`src/rtl/zic_irq_gateway.sv`:
```
`default_nettype none
// ============================================================================
//  Module   : zic_irq_gateway
//  Purpose  : External-interrupt gateway for the ZIC. Each line is gated by
//             its enable, captured either as a level (non-sticky) or as a
//             rising edge (sticky until acknowledged by ID), and a
//             fixed-priority selector presents the ID of the lowest-index
//             pending line to the core.
//  Config   : `define ZIC_IRQ_SYNC_EN to insert a 2-flop synchronizer on
//             every irq_in line. This raises input-to-output latency from
//             1 to 3 cycles. Without it, irq_in must already be synchronous
//             to zic_clk.
//  Ports    :
//    zic_clk                    in   block clock
//    zic_rst                    in   synchronous active-high reset
//    wdt_reset_i                in   watchdog soft reset, same effect as zic_rst
//    irq_in[NUM_IRQ]            in   external interrupt lines
//    interrupt_enable_i         in   per-line enable
//    irq_edge_mode_i            in   per-line mode, 1 = rising edge, 0 = level
//    ack_in                     in   one-cycle acknowledge strobe
//    ack_id[ID_W]               in   ID being acknowledged
//    interrupt_pending_o        out  registered pending bank
//    interrupt_pending_valid_o  out  pending bank valid (1 after reset release)
//    irq_req_o                  out  any line pending
//    irq_id_o[ID_W]             out  ID of the lowest-index pending line, else 0
//  Revision : 1.0  initial parametrised release
// ============================================================================
module zic_irq_gateway #(
  parameter int NUM_IRQ = 48,
  parameter int ID_BASE = 16,
  parameter int ID_W    = 8
) (
  input  logic               zic_clk,
  input  logic               zic_rst,
  input  logic               wdt_reset_i,
  input  logic [NUM_IRQ-1:0] irq_in,
  input  logic [NUM_IRQ-1:0] interrupt_enable_i,
  input  logic [NUM_IRQ-1:0] irq_edge_mode_i,
  input  logic               ack_in,
  input  logic [ID_W-1:0]    ack_id,
  output logic [NUM_IRQ-1:0] interrupt_pending_o,
  output logic               interrupt_pending_valid_o,
  output logic               irq_req_o,
  output logic [ID_W-1:0]    irq_id_o
);

  // --------------------------------------------------------------------------
  // Parameter legality: every line ID must fit in ID_W bits.
  // --------------------------------------------------------------------------
  localparam longint MAX_ID  = longint'(ID_BASE) + longint'(NUM_IRQ) - 64'sd1;
  localparam longint ID_SPAN = 64'sd1 <<< ID_W;

  generate
    if (NUM_IRQ < 1 || NUM_IRQ > 64) begin : g_num_irq_err
      $error("zic_irq_gateway: NUM_IRQ must be in 1..64");
    end
    if (MAX_ID >= ID_SPAN) begin : g_id_width_err
      $error("zic_irq_gateway: ID_BASE+NUM_IRQ-1 does not fit in ID_W bits");
    end
  endgenerate

  // Both reset sources have identical effect on every flop in the block.
  logic blk_rst;
  assign blk_rst = zic_rst | wdt_reset_i;

  // --------------------------------------------------------------------------
  // Sampled input s
  // --------------------------------------------------------------------------
  logic [NUM_IRQ-1:0] s;

`ifdef ZIC_IRQ_SYNC_EN
  logic [NUM_IRQ-1:0] sync1_q;
  logic [NUM_IRQ-1:0] sync2_q;

  always_ff @(posedge zic_clk) begin
    if (blk_rst) begin
      sync1_q <= '0;
      sync2_q <= '0;
    end else begin
      sync1_q <= irq_in;
      sync2_q <= sync1_q;
    end
  end

  assign s = sync2_q;
`else
  assign s = irq_in;
`endif

  // --------------------------------------------------------------------------
  // Edge history. Tracks s every cycle regardless of enable, so enabling a
  // line that is already steady high does not manufacture a rise. Cleared by
  // reset, so a line high across reset release yields exactly one rise.
  // --------------------------------------------------------------------------
  logic [NUM_IRQ-1:0] s_prev_q;
  logic [NUM_IRQ-1:0] rise;

  always_ff @(posedge zic_clk) begin
    if (blk_rst) begin
      s_prev_q <= '0;
    end else begin
      s_prev_q <= s;
    end
  end

  assign rise = s & ~s_prev_q;

  // --------------------------------------------------------------------------
  // Per-line acknowledge decode and pending next state.
  // IDs outside the gateway's range match no line and are ignored.
  // --------------------------------------------------------------------------
  logic [NUM_IRQ-1:0] hit;
  logic [NUM_IRQ-1:0] pending_q;
  logic [NUM_IRQ-1:0] pending_d;

  generate
    for (genvar i = 0; i < NUM_IRQ; i++) begin : g_line
      localparam logic [ID_W-1:0] LINE_ID = ID_W'(ID_BASE + i);

      assign hit[i] = ack_in && (ack_id == LINE_ID);

      // Edge mode: a rise in the ack cycle wins, so a new edge is never lost.
      // Level mode: pending simply follows the line, masked in the ack cycle.
      assign pending_d[i] = !interrupt_enable_i[i] ? 1'b0 :
                            irq_edge_mode_i[i]     ? (rise[i] | (pending_q[i] & ~hit[i])) :
                                                     (s[i] & ~hit[i]);
    end
  endgenerate

  // --------------------------------------------------------------------------
  // Request and fixed-priority ID, computed from the pending next state so
  // they are registered in the same cycle as the pending bank.
  // --------------------------------------------------------------------------
  logic            irq_req_d;
  logic [ID_W-1:0] irq_id_d;

  always_comb begin
    irq_req_d = |pending_d;
    irq_id_d  = '0;
    // Scan high to low so the lowest set index is the last one written.
    for (int i = NUM_IRQ - 1; i >= 0; i--) begin
      if (pending_d[i]) begin
        irq_id_d = ID_W'(ID_BASE + i);
      end
    end
  end

  // --------------------------------------------------------------------------
  // Output registers
  // --------------------------------------------------------------------------
  logic            valid_q;
  logic            irq_req_q;
  logic [ID_W-1:0] irq_id_q;

  always_ff @(posedge zic_clk) begin
    if (blk_rst) begin
      pending_q <= '0;
      valid_q   <= 1'b0;
      irq_req_q <= 1'b0;
      irq_id_q  <= '0;
    end else begin
      pending_q <= pending_d;
      valid_q   <= 1'b1;
      irq_req_q <= irq_req_d;
      irq_id_q  <= irq_id_d;
    end
  end

  assign interrupt_pending_o       = pending_q;
  assign interrupt_pending_valid_o = valid_q;
  assign irq_req_o                 = irq_req_q;
  assign irq_id_o                  = irq_id_q;

endmodule
`default_nettype wire

```
`config.mk`:
```
export PLATFORM = sky130hd
export DESIGN_NAME = zic_irq_gateway
export DESIGN_NICKNAME = d
export VERILOG_FILES = /design/src/rtl/zic_irq_gateway.sv
export SDC_FILE = /design/constraint.sdc
export NUM_CORES = 1
export LEC_CHECK = 0
export BUFFER_PORTS_ARGS = -buffer_cell sky130_fd_sc_hd__buf_2
export CAP_MARGIN = 20
export CORE_MARGIN = 3
export CORE_UTILIZATION = 54
export CTS_BUF_LIST = sky130_fd_sc_hd__clkbuf_2
export CTS_CLUSTER_DIAMETER = 120
export DETAILED_ROUTE_END_ITERATION = 10
export PLACE_DENSITY = 0.95
export SETUP_SLACK_MARGIN = 0.2
export SLEW_MARGIN = 20
export SYNTH_ARGS = -nofsm -noshare
export SYNTH_HDL_FRONTEND = slang
export SYNTH_SLANG_ARGS = --single-unit
```
`constraint.sdc`:
```
create_clock -name zic_clk -period 4.3 [get_ports zic_clk]
set_input_delay 1.075 -clock zic_clk [delete_from_list [all_inputs] [get_ports zic_clk]]
set_output_delay 1.075 -clock zic_clk [all_outputs]
set_load 0.05 [all_outputs]
```
==> flow_summary_export.csv, run 1 <==
group,metric,value,unit
layout,final_nets,979,
synth,synth_cell_types,72,
sta,rsz0062_at_grt,"false",
global_route,grt_first_pass_wirelength,26690,um
layout,areaGrowthSynthToFinish,24.06,%
power,ir_drop,0.1933,mV
route,drc_errors,0,
worst_setup_path,slowest_delay,700,ps
route,antenna_left,0,
sta,slew_headroom,49.45,%
clocking,clk_latency,580,ps
sta,finalWorstSetupSlack,1197,ps
sta,finalClockSkew,39.87,ps
global_route,gr-total-overflow,0,
global_route,grt_pass1_vias,5507,
worst_setup_path,cp-end-kind,"register",
power,total_power,1.836,mW
clocking,ctsResizeCount,0,
sta,period_share,72.17,%
global_route,grt_max_degree,72,
route,drtPass1Iterations,5,
global_route,antenna_found_initial,0,
placement,dpl.cell_count,941,
placement,dp_hpwl,13240,um
synth,syn_avg_cell_area,8.567,um^2
worst_setup_path,rrSetupSlack,1860,ps
route,routed_via_density,5.822,
route,drt_wl_total,16790,um
worst_setup_path,crit_arrival,3580,ps
clocking,cts.htree.levels,3,
placement,portBuffers,211,
layout,drive_above_1_share,31.32,%
clocking,post-cts-setup-buffer-count,0,
sta,drv_slew,0,
floorplan,row_count,35,
layout,fillers,771,
worst_setup_path,start_kind,"input port",
worst_hold_path,min_path_type,"reg -> reg",
layout,diodes,0,
placement,placed_area,6430,um^2
synth,synth_largest_area_cell,"dfxtp_1",
clocking,cts_buffer_depth,2,
worst_setup_path,path_delay_family,"compound AO/OA/AOI/OAI gates",
power,power_density,281.8,nW/um^2
synth,yosys-top-cells-area,"dfxtp_1 (40%), and2_1 (10%), nand3b_1 (4.1%), nand2_1 (3.9%), nor2_1 (3.6%)",
clocking,clk_pin_slew,290,ps
route,vias,5566,
floorplan,io_pins,214,
worst_setup_path,cp_max_fo,11,
clocking,clock_sinks,104,
synth,synth-seq-area-share,39.65,%
worst_setup_path,path_cells,"buf_2, nor4b_4, a31oi_1, o21ai_1, inv_1, a2111oi_0, nand4_1, nor3b_1, o31ai_1",
clocking,clockRootBuffer,"clkbuf_2",
sta,period_minus_slack,3103,ps
global_route,gr-usage-all-layers,29.99,%
sta,setup_viol,0,
run_status,status,"complete, no violations",
synth,yosysWarnings,0,
worst_setup_path,critical_path_required,4780,ps
floorplan,die_x,104.6,um
clocking,cts_tree,"built",
floorplan,core-area,9328,um^2
clocking,postCtsHoldBufs,0,
worst_setup_path,critPathSlowestCell,"nor4b_4",
job,drv_cap,0,
synth,ys_ff_latch,104,
clocking,cts_made_buffers,9,
synth,synth_top_area_share,39.65,%
sta,max_freq,0.3223,GHz
power,p_leak,3.014,nW
sta,fin_tns_setup,0,ps
placement,dp_slack,658.9,ps
synth,netlist_area,5251,um^2
layout,final_area,6515,um^2
synth,async_flop_share,0,%
synth,ys.flop_type,"dfxtp_1",
synth,synth-edff-count,0,
floorplan,dieArea,10940,um^2
worst_setup_path,crit_buf_inv,2,
floorplan,die_h,104.6,um
worst_setup_path,crit_type,"in -> reg",
layout,fin_cells,956,
sta,tightest_slew,755.1,ps
sta,hold_viol_final,0,
synth,netlist_instances,613,
route,drt_iter0_drc,446,
placement,gp_congestion,0.9706,
floorplan,initial_core_util,56.30,%
route,wl_per_cell,17.56,um
[stage by stage]
step | hold WS (ps) | utilization, %
floorplan | 555.0 | -
global placement | 587.6 | 68.93
detailed placement | 618.8 | 68.93
CTS | 650.3 | 69.85
global route | 636.6 | 69.85
finish | 658.5 | 69.85
[worst paths after layout]
check,startpoint,endpoint,cells past startpoint
worst max-delay path,ack_id[4],irq_id_o[0],9
worst min-delay path,s_prev_q[46],interrupt_pending_o[46],3
worst max register to register,s_prev_q[45],irq_id_o[2],8
worst min register to register,s_prev_q[46],interrupt_pending_o[46],3
[Yosys cell counts, types with 3 or more instances]
cell / n
a21boi_0: 18
a21oi_1: 17
a22o_1: 7
a22oi_1: 10
a311oi_1: 8
a31o_2: 3
a31oi_1: 24
and2_1: 86
and3_1: 5
and3b_1: 13
buf_2: 4
buf_4: 3
clkbuf_1: 13
dfxtp_1: 104
inv_1: 17
mux2i_1: 5
nand2_1: 55
nand2b_1: 4
nand3_1: 9
nand3b_1: 29
nand4_1: 10
nor2_1: 51
nor2b_1: 5
nor3_1: 5
nor4_1: 9
o21ai_0: 20
o21ai_1: 10
o311a_1: 7
o31ai_1: 3
or2_2: 6
or3_1: 3
[kinds of logic after synthesis]
logic type	Yosys count	synth area share, %
AOI/OAI and AO/OA	155	21.61
buffers and inverters	38	3.169
DFF	104	39.65
muxes	5	0.9531
other	1	0.07141
and+or+nand+nor	310	34.55
[layout by cell type (no fill, tap or decap), types with 6 or more instances in the layout]
master | netlist | routed
a22o_1 | 7 | 7
nand2_1 | 55 | 55
and3b_1 | 13 | 13
o21ai_1 | 10 | 10
o21ai_0 | 20 | 20
nand3b_1 | 29 | 29
nand4_1 | 10 | 10
a31oi_1 | 24 | 24
nor2_1 | 51 | 51
a21oi_1 | 17 | 17
nand3_1 | 9 | 9
clkbuf_2 | 0 | 10
nor4_1 | 9 | 9
and2_1 | 86 | 86
a22oi_1 | 10 | 10
o311a_1 | 7 | 7
buf_4 | 3 | 8
buf_2 | 4 | 211
or2_2 | 6 | 6
a311oi_1 | 8 | 8
inv_1 | 17 | 16
dfxtp_1 | 104 | 104
a21boi_0 | 18 | 18
[tightest hold or removal path, delay by kind of cell (launching register included)]
kind | cells | cell delay (ps)
DFF | 1 | 380
AOI/OAI and AO/OA | 3 | 280
[state kept, by name, summed over array words and instances, names as in the netlist]
signal                     cells
interrupt_pending_o           48
s_prev_q                      48
irq_id_o                       6
interrupt_pending_valid_o      1
irq_req_o                      1
[metal layers]
metal / GRT usage (%) / routed length [um] / up-vias
met5: 0 / 0 / -
met4: 9.747 / 400 / 0
met3: 8.091 / 1605 / 34
met2: 50.69 / 8017 / 274
met1: 37.13 / 6768 / 2609
li1: - / - / 2649
[where the power goes]
| group | total (mW) | internal, mW | switching [mW] |
|---|---|---|---|
| sequential | 1.02 | 1.00 | 0.0150 |
| clock | 0.394 | 0.0735 | 0.320 |
| combinational | 0.425 | 0.164 | 0.261 |
[area by class of cell]
class / instances / area [um^2] / share of cell area, %
timing repair buffer: 219 / 1116 / 17.13
sequential: 104 / 2082 / 31.96
inverter: 17 / 63.81 / 0.9795
clock inverter: 5 / 35.03 / 0.5377
tap: 129 / 161.4 / 2.477
clock buffer: 10 / 50.05 / 0.7682
multi-input combinational: 472 / 3007 / 46.15
(Power assumes the default switching activity.)
==> run 2, diff against run 1 <==
ABC_AREA = 1   (was not set)
CORE_UTILIZATION = 44   (was 54)
PLACE_DENSITY = 0.85   (was 0.95)
clock period = 2.8 ns   (was 4.3 ns; I/O delays follow)
==> flow_summary_export.csv, run 2 <==
group,metric,value,unit
worst_setup_path,cp_max_fo,6,
power,p_switching,1.020,mW
synth,ys_ff_latch,104,
synth,yosysWarnings,0,
global_route,gr-total-overflow,0,
floorplan,row_count,37,
route,drt_iter0_drc,279,
placement,dp_hpwl,13700,um
layout,fin_cells,1177,
worst_setup_path,cp-end-kind,"register",
synth,synth.top_cells.by_count,"nor2_1 (196), nand2_1 (113), dfxtp_1 (104), inv_1 (80), o211ai_1 (78)",
route,wl_per_cell,14.52,um
sta,setup_viol,2,
worst_setup_path,crit_arrival,3990,ps
placement,gp_congestion,0.9568,
worst_setup_path,rrSetupSlack,-560,ps
worst_setup_path,crit_type,"in -> reg",
worst_setup_path,critical_path_required,3330,ps
run_status,violations,"negative setup slack",
power,power_density,416.4,nW/um^2
sta,rsz0062_at_grt,"true",
synth,ys.flop_type,"dfxtp_1",
synth,synth_top_area_share,42.71,%
layout,utilization,69.23,%
clocking,clockRootBuffer,"clkbuf_2",
floorplan,initial_core_util,46.18,%
synth,synth_largest_area_cell,"dfxtp_1",
clocking,clock_sinks,104,
global_route,grt_first_pass_wirelength,26210,um
sta,drv_slew,0,
synth,synth-edff-count,0,
worst_setup_path,path_delay_family,"simple AND/OR/NAND/NOR gates",
route,drtPass1Iterations,5,
floorplan,die_x,111.3,um
clocking,clk_pin_slew,280,ps
floorplan,io_pins,214,
route,maxUsedRoutingLayer,"met4",
sta,finalClockSkew,22.13,ps
clocking,cts_made_buffers,9,
floorplan,core-area,10560,um^2
sta,finalWorstSetupSlack,-656.3,ps
synth,synth.most_common_cell,"nor2_1",
sta,fin_tns_setup,-814.4,ps
layout,diodes,0,
clocking,clk_latency,570,ps
global_route,antenna_found_initial,0,
sta,whs,281.5,ps
route,met2_length,8270,um
route,m1WireLength,6843,um
sta,max_freq,0.2893,GHz
sta,hold_viol_final,0,
worst_setup_path,slowest_delay,160,ps
layout,mostFrequentLayoutCell,"buf_2",
placement,portBuffers,211,
power,netSwitchingFraction,33.51,%
worst_setup_path,cp_common_cell,"nand2_1",
clocking,cts_tree,"built",
power,ir_drop,0.3195,mV
synth,syn_avg_cell_area,6.905,um^2
synth,netlist_instances,706,
layout,areaGrowthSynthToFinish,49.90,%
run_status,status,"complete, but fails checks",
layout,final_nets,1192,
synth,yosys-top-cells-area,"dfxtp_1 (43%), nor2_1 (15%), o211ai_1 (12%), nand2_1 (8.7%), inv_1 (6.2%)",
power,share_comb_of_total_power,27.5,%
worst_setup_path,crit_buf_inv,4,
placement,dp_slack,-1173,ps
clocking,cts.htree.levels,3,
synth,async_flop_share,0,%
floorplan,dieArea,12380,um^2
route,drc_errors,0,
layout,mostFrequentLayoutCells,"buf_2 (205), nor2_1 (184), buf_4 (122), nand2_1 (102), dfxtp_1 (102)",
power,p_int,2.023,mW
power,p_leak,3.709,nW
synth,synth_cell_types,33,
power,clkPwrFrac,21.1,%
route,drt_wl_total,17090,um
sta,period_minus_slack,3456,ps
global_route,grt_max_degree,98,
route,antenna_left,0,
placement,dpl.cell_count,1153,
route,wl_met3,1339,um
worst_setup_path,critPathSlowestCell,"buf_4",
clocking,cts_buffer_depth,2,
job,drv_cap,0,
power,p_seq_share,51.4,%
route,vias,5970,
global_route,grt_pass1_vias,5706,
layout,fillers,896,
floorplan,die_h,111.3,um
synth,synth-seq-area-share,42.71,%
layout,drive_above_1_share,39.29,%
global_route,gr-usage-all-layers,26.04,%
worst_hold_path,min_path_type,"in -> reg",
sta,period_share,123.4,%
synth,netlist_area,4875,um^2
worst_setup_path,start_kind,"input port",
route,routed_via_density,5.072,
[run 2: cell count changes in the layout (fill, tap and decap cells not counted), sizes merged, moves of 13 or more]
| cell | before | now |
|---|---|---|
| o211ai | 1 | 79 |
| nor2 | 52 | 200 |
| and3b | 13 | 0 |
| o21ai | 32 | 49 |
| inv | 16 | 86 |
| buf | 219 | 337 |
| a21boi | 18 | 1 |
| nand2 | 55 | 116 |
| a21oi | 17 | 30 |
| and2 | 87 | 0 |
| nand3b | 29 | 0 |
| a31oi | 24 | 3 |
[run 2: repair_timing]
| action | in CTS | in global routing |
|---|---|---|
| buffers inserted | 1 | 7 |
| gates resized for setup | 19 | 38 |
| pin swaps | 4 | 14 |
| hold buffers | 0 | 0 |
| endpoints found under the setup margin | 6 | 7 |
| hold endpoints to repair | 0 | 0 |
[run 2: per-stage QoR]
step	cell area (um^2)	power, mW
floorplan	4937	2.003
global placement	6980	2.363
detailed placement	6980	2.380
CTS	7139	3.028
global route	7307	3.194
finish	7307	3.043
[run 2: power groups by stage]
stage,clock network [mW],registers [mW],logic (mW)
2_1_floorplan,0,1.68,0.321
3_3_place_gp,0,1.59,0.776
3_5_place_dp,0,1.59,0.791
4_1_cts,0.661,1.56,0.804
5_1_grt,0.709,1.57,0.914
6_report,0.643,1.56,0.837
[run 2: kinds of logic after synthesis]
family,count (synthesis),synth area share (%)
compound gates,166,22.31
simple gates,330,26.59
buf+inv,105,8.316
flops,104,42.71
other cells,1,0.07693
[run 2: per-layer routing]
layer / vias to the layer above / track usage [%]
li1: 2962 / -
met1: 2714 / 30.82
met2: 244 / 45.68
met3: 50 / 5.404
met4: 0 / 10.71
met5: - / 0
[run 2: final cells by class]
| class | count | area [um^2] | area share (%) |
|---|---|---|---|
| clock buffer | 9 | 45.04 | 0.6164 |
| inverter | 85 | 326.6 | 4.469 |
| tap | 136 | 170.2 | 2.329 |
| timing repair buffer | 338 | 2088 | 28.58 |
| sequential | 104 | 2085 | 28.53 |
| multi-input combinational | 498 | 2536 | 34.71 |
| clock inverter | 7 | 56.30 | 0.7705 |
[run 2: final timing paths]
kind / from / depth (start not counted) / to
setup / recovery: ack_id[7] / 50 / irq_id_o[0]
setup reg to reg: interrupt_pending_o[47] / 50 / irq_id_o[0]
hold / removal: zic_rst / 2 / interrupt_pending_valid_o
hold reg to reg: s_prev_q[0] / 5 / interrupt_pending_o[0]
[run 2: worst register-to-register path: cells and delay by family, from the launching register on]
family | cells | cell delay, ps
compound gates | 3 | 310
simple gates | 47 | 2650
flops | 1 | 400
==> run 3, diff against run 2 <==
CORE_MARGIN = 4   (was 3)
==> flow_summary_export.csv, run 3 (synthesized netlist as in run 2, its figures left out) <==
group,metric,value,unit
power,power_density,410.2,nW/um^2
placement,dp_hpwl,13740,um
layout,drive_above_1_share,40.44,%
sta,hold_viol_final,0,
clocking,clock_sinks,104,
clocking,cts.htree.levels,3,
worst_setup_path,start_kind,"input port",
layout,mostFrequentLayoutCell,"buf_2",
power,netSwitchingFraction,33.68,%
floorplan,die_x,113.3,um
floorplan,dieArea,12830,um^2
route,wl_per_cell,14.89,um
placement,gp_congestion,0.8626,
power,p_leak,3.753,nW
route,vias,6125,
global_route,gr-usage-all-layers,25.74,%
sta,max_freq,0.2877,GHz
layout,final_nets,1197,
sta,drv_slew,0,
clocking,clk_latency,610,ps
placement,placed_area,6979,um^2
global_route,gr-total-overflow,0,
power,p_int,2.024,mW
worst_setup_path,crit_type,"in -> reg",
power,clkPwrFrac,20.7,%
run_status,violations,"negative setup slack",
route,routed_via_density,5.160,
floorplan,core-area,10840,um^2
worst_setup_path,crit_arrival,4010,ps
power,total_power,3.052,mW
sta,slew_headroom,48.03,%
layout,areaGrowthSynthToFinish,52.64,%
sta,period_share,124.1,%
clocking,cts_made_buffers,9,
route,antenna_left,0,
clocking,cts_tree,"built",
placement,portBuffers,211,
global_route,grt_pass1_vias,5768,
floorplan,die_h,113.3,um
sta,setup_viol,2,
power,p_switching,1.028,mW
job,drv_cap,0,
clocking,clk_pin_slew,280,ps
route,drc_errors,0,
route,drt_iter0_drc,434,
worst_setup_path,cp_max_fo,4,
global_route,antenna_found_initial,2,
floorplan,io_pins,214,
worst_setup_path,slowest_delay,180,ps
worst_setup_path,cp_common_cell,"nand2_1",
power,p_seq_share,51.2,%
layout,mostFrequentLayoutCells,"buf_2 (206), nor2_1 (176), buf_4 (122), dfxtp_1 (104), nand2_1 (103)",
sta,tightest_slew,779.5,ps
global_route,grt_first_pass_wirelength,26550,um
sta,rsz0062_at_grt,"true",
sta,finalClockSkew,48.59,ps
floorplan,row_count,38,
route,drt_wl_total,17670,um
power,ir_drop,0.2410,mV
floorplan,initial_core_util,44.97,%
clocking,cts_buffer_depth,2,
layout,fillers,872,
layout,final_area,7441,um^2
power,share_comb_of_total_power,28.1,%
sta,finalWorstSetupSlack,-675.6,ps
worst_hold_path,min_path_type,"in -> reg",
global_route,grt_max_degree,73,
clocking,clockRootBuffer,"clkbuf_2",
worst_setup_path,critPathSlowestCell,"nor2_2",
worst_setup_path,cp-end-kind,"register",
worst_setup_path,critical_path_required,3340,ps
run_status,status,"complete, but fails checks",
sta,period_minus_slack,3476,ps
route,drtPass1Iterations,6,
==> run 3: worst paths after layout <==
path | startpoint | to | slack [ps] | depth (start not counted)
worst max-delay path | ack_id[0] | irq_id_o[0] | -680 | 53
worst min-delay path | wdt_reset_i | interrupt_pending_valid_o | 270 | 2
worst max register to register | interrupt_pending_o[47] | irq_id_o[0] | -590 | 50
worst min register to register | s_prev_q[0] | interrupt_pending_o[0] | 630 | 5
==> run 3: layer usage <==
metal	global-route usage (%)	routed length, um	vias to the layer above
met2	44.98	8586	291
met1	29.90	6702	2789
met3	6.257	1625	72
met5	0	12	-
li1	-	-	2971
met4	11.14	742	2
==> run 3: through the flow <==
stage | instances | util [%] | setup TNS (ps) | worst slack, ps | hold slack (ps)
final | 1187 | 68.64 | -899.2 | -675.6 | 271.0
after global placement | 1155 | 64.38 | -3621 | -1155 | 593.2
after detailed placement | 1155 | 64.38 | -3978 | -1212 | 610.8
after floorplan | 707 | - | -827.1 | -732.0 | 533.7
after global routing | 1187 | 68.64 | -1596 | -1126 | 256.9
after CTS | 1179 | 66.70 | -698.5 | -498.3 | 258.9
==> run 3: worst max-delay path, delay by kind of cell <==
kind | cells | cell delay, ps
AOI/OAI and AO/OA | 2 | 100
buffers and inverters | 2 | 210
and+or+nand+nor | 49 | 3000
==> run 3: area by class of cell <==
type | count | area (um^2) | share of cell area [%]
Inverter | 85 | 330.3 | 4.439
Multi-Input combinational cell | 498 | 2601 | 34.96
Clock buffer | 10 | 50.05 | 0.6726
Timing Repair Buffer | 343 | 2155 | 28.96
Sequential cell | 104 | 2082 | 27.98
Clock inverter | 6 | 45.04 | 0.6053
Tap cell | 140 | 175.2 | 2.354
Antenna cell | 1 | 2.502 | 0.03363
==> run 3: what timing repair did <==
action / CTS / global route
buffers inserted: 8 / 7
resized for setup: 27 / 47
hold buffers: 0 / 0
pin swaps: 23 / 32
endpoints found under the setup margin: 2 / 7
==> run 3: power groups by stage <==
stage | clock [mW] | sequential [mW] | combinational (mW)
global placement | 0 | 1.59 | 0.768
detailed placement | 0 | 1.59 | 0.781
finish | 0.632 | 1.56 | 0.857
CTS | 0.639 | 1.56 | 0.806
floorplan | 0 | 1.68 | 0.321
global route | 0.698 | 1.57 | 0.930
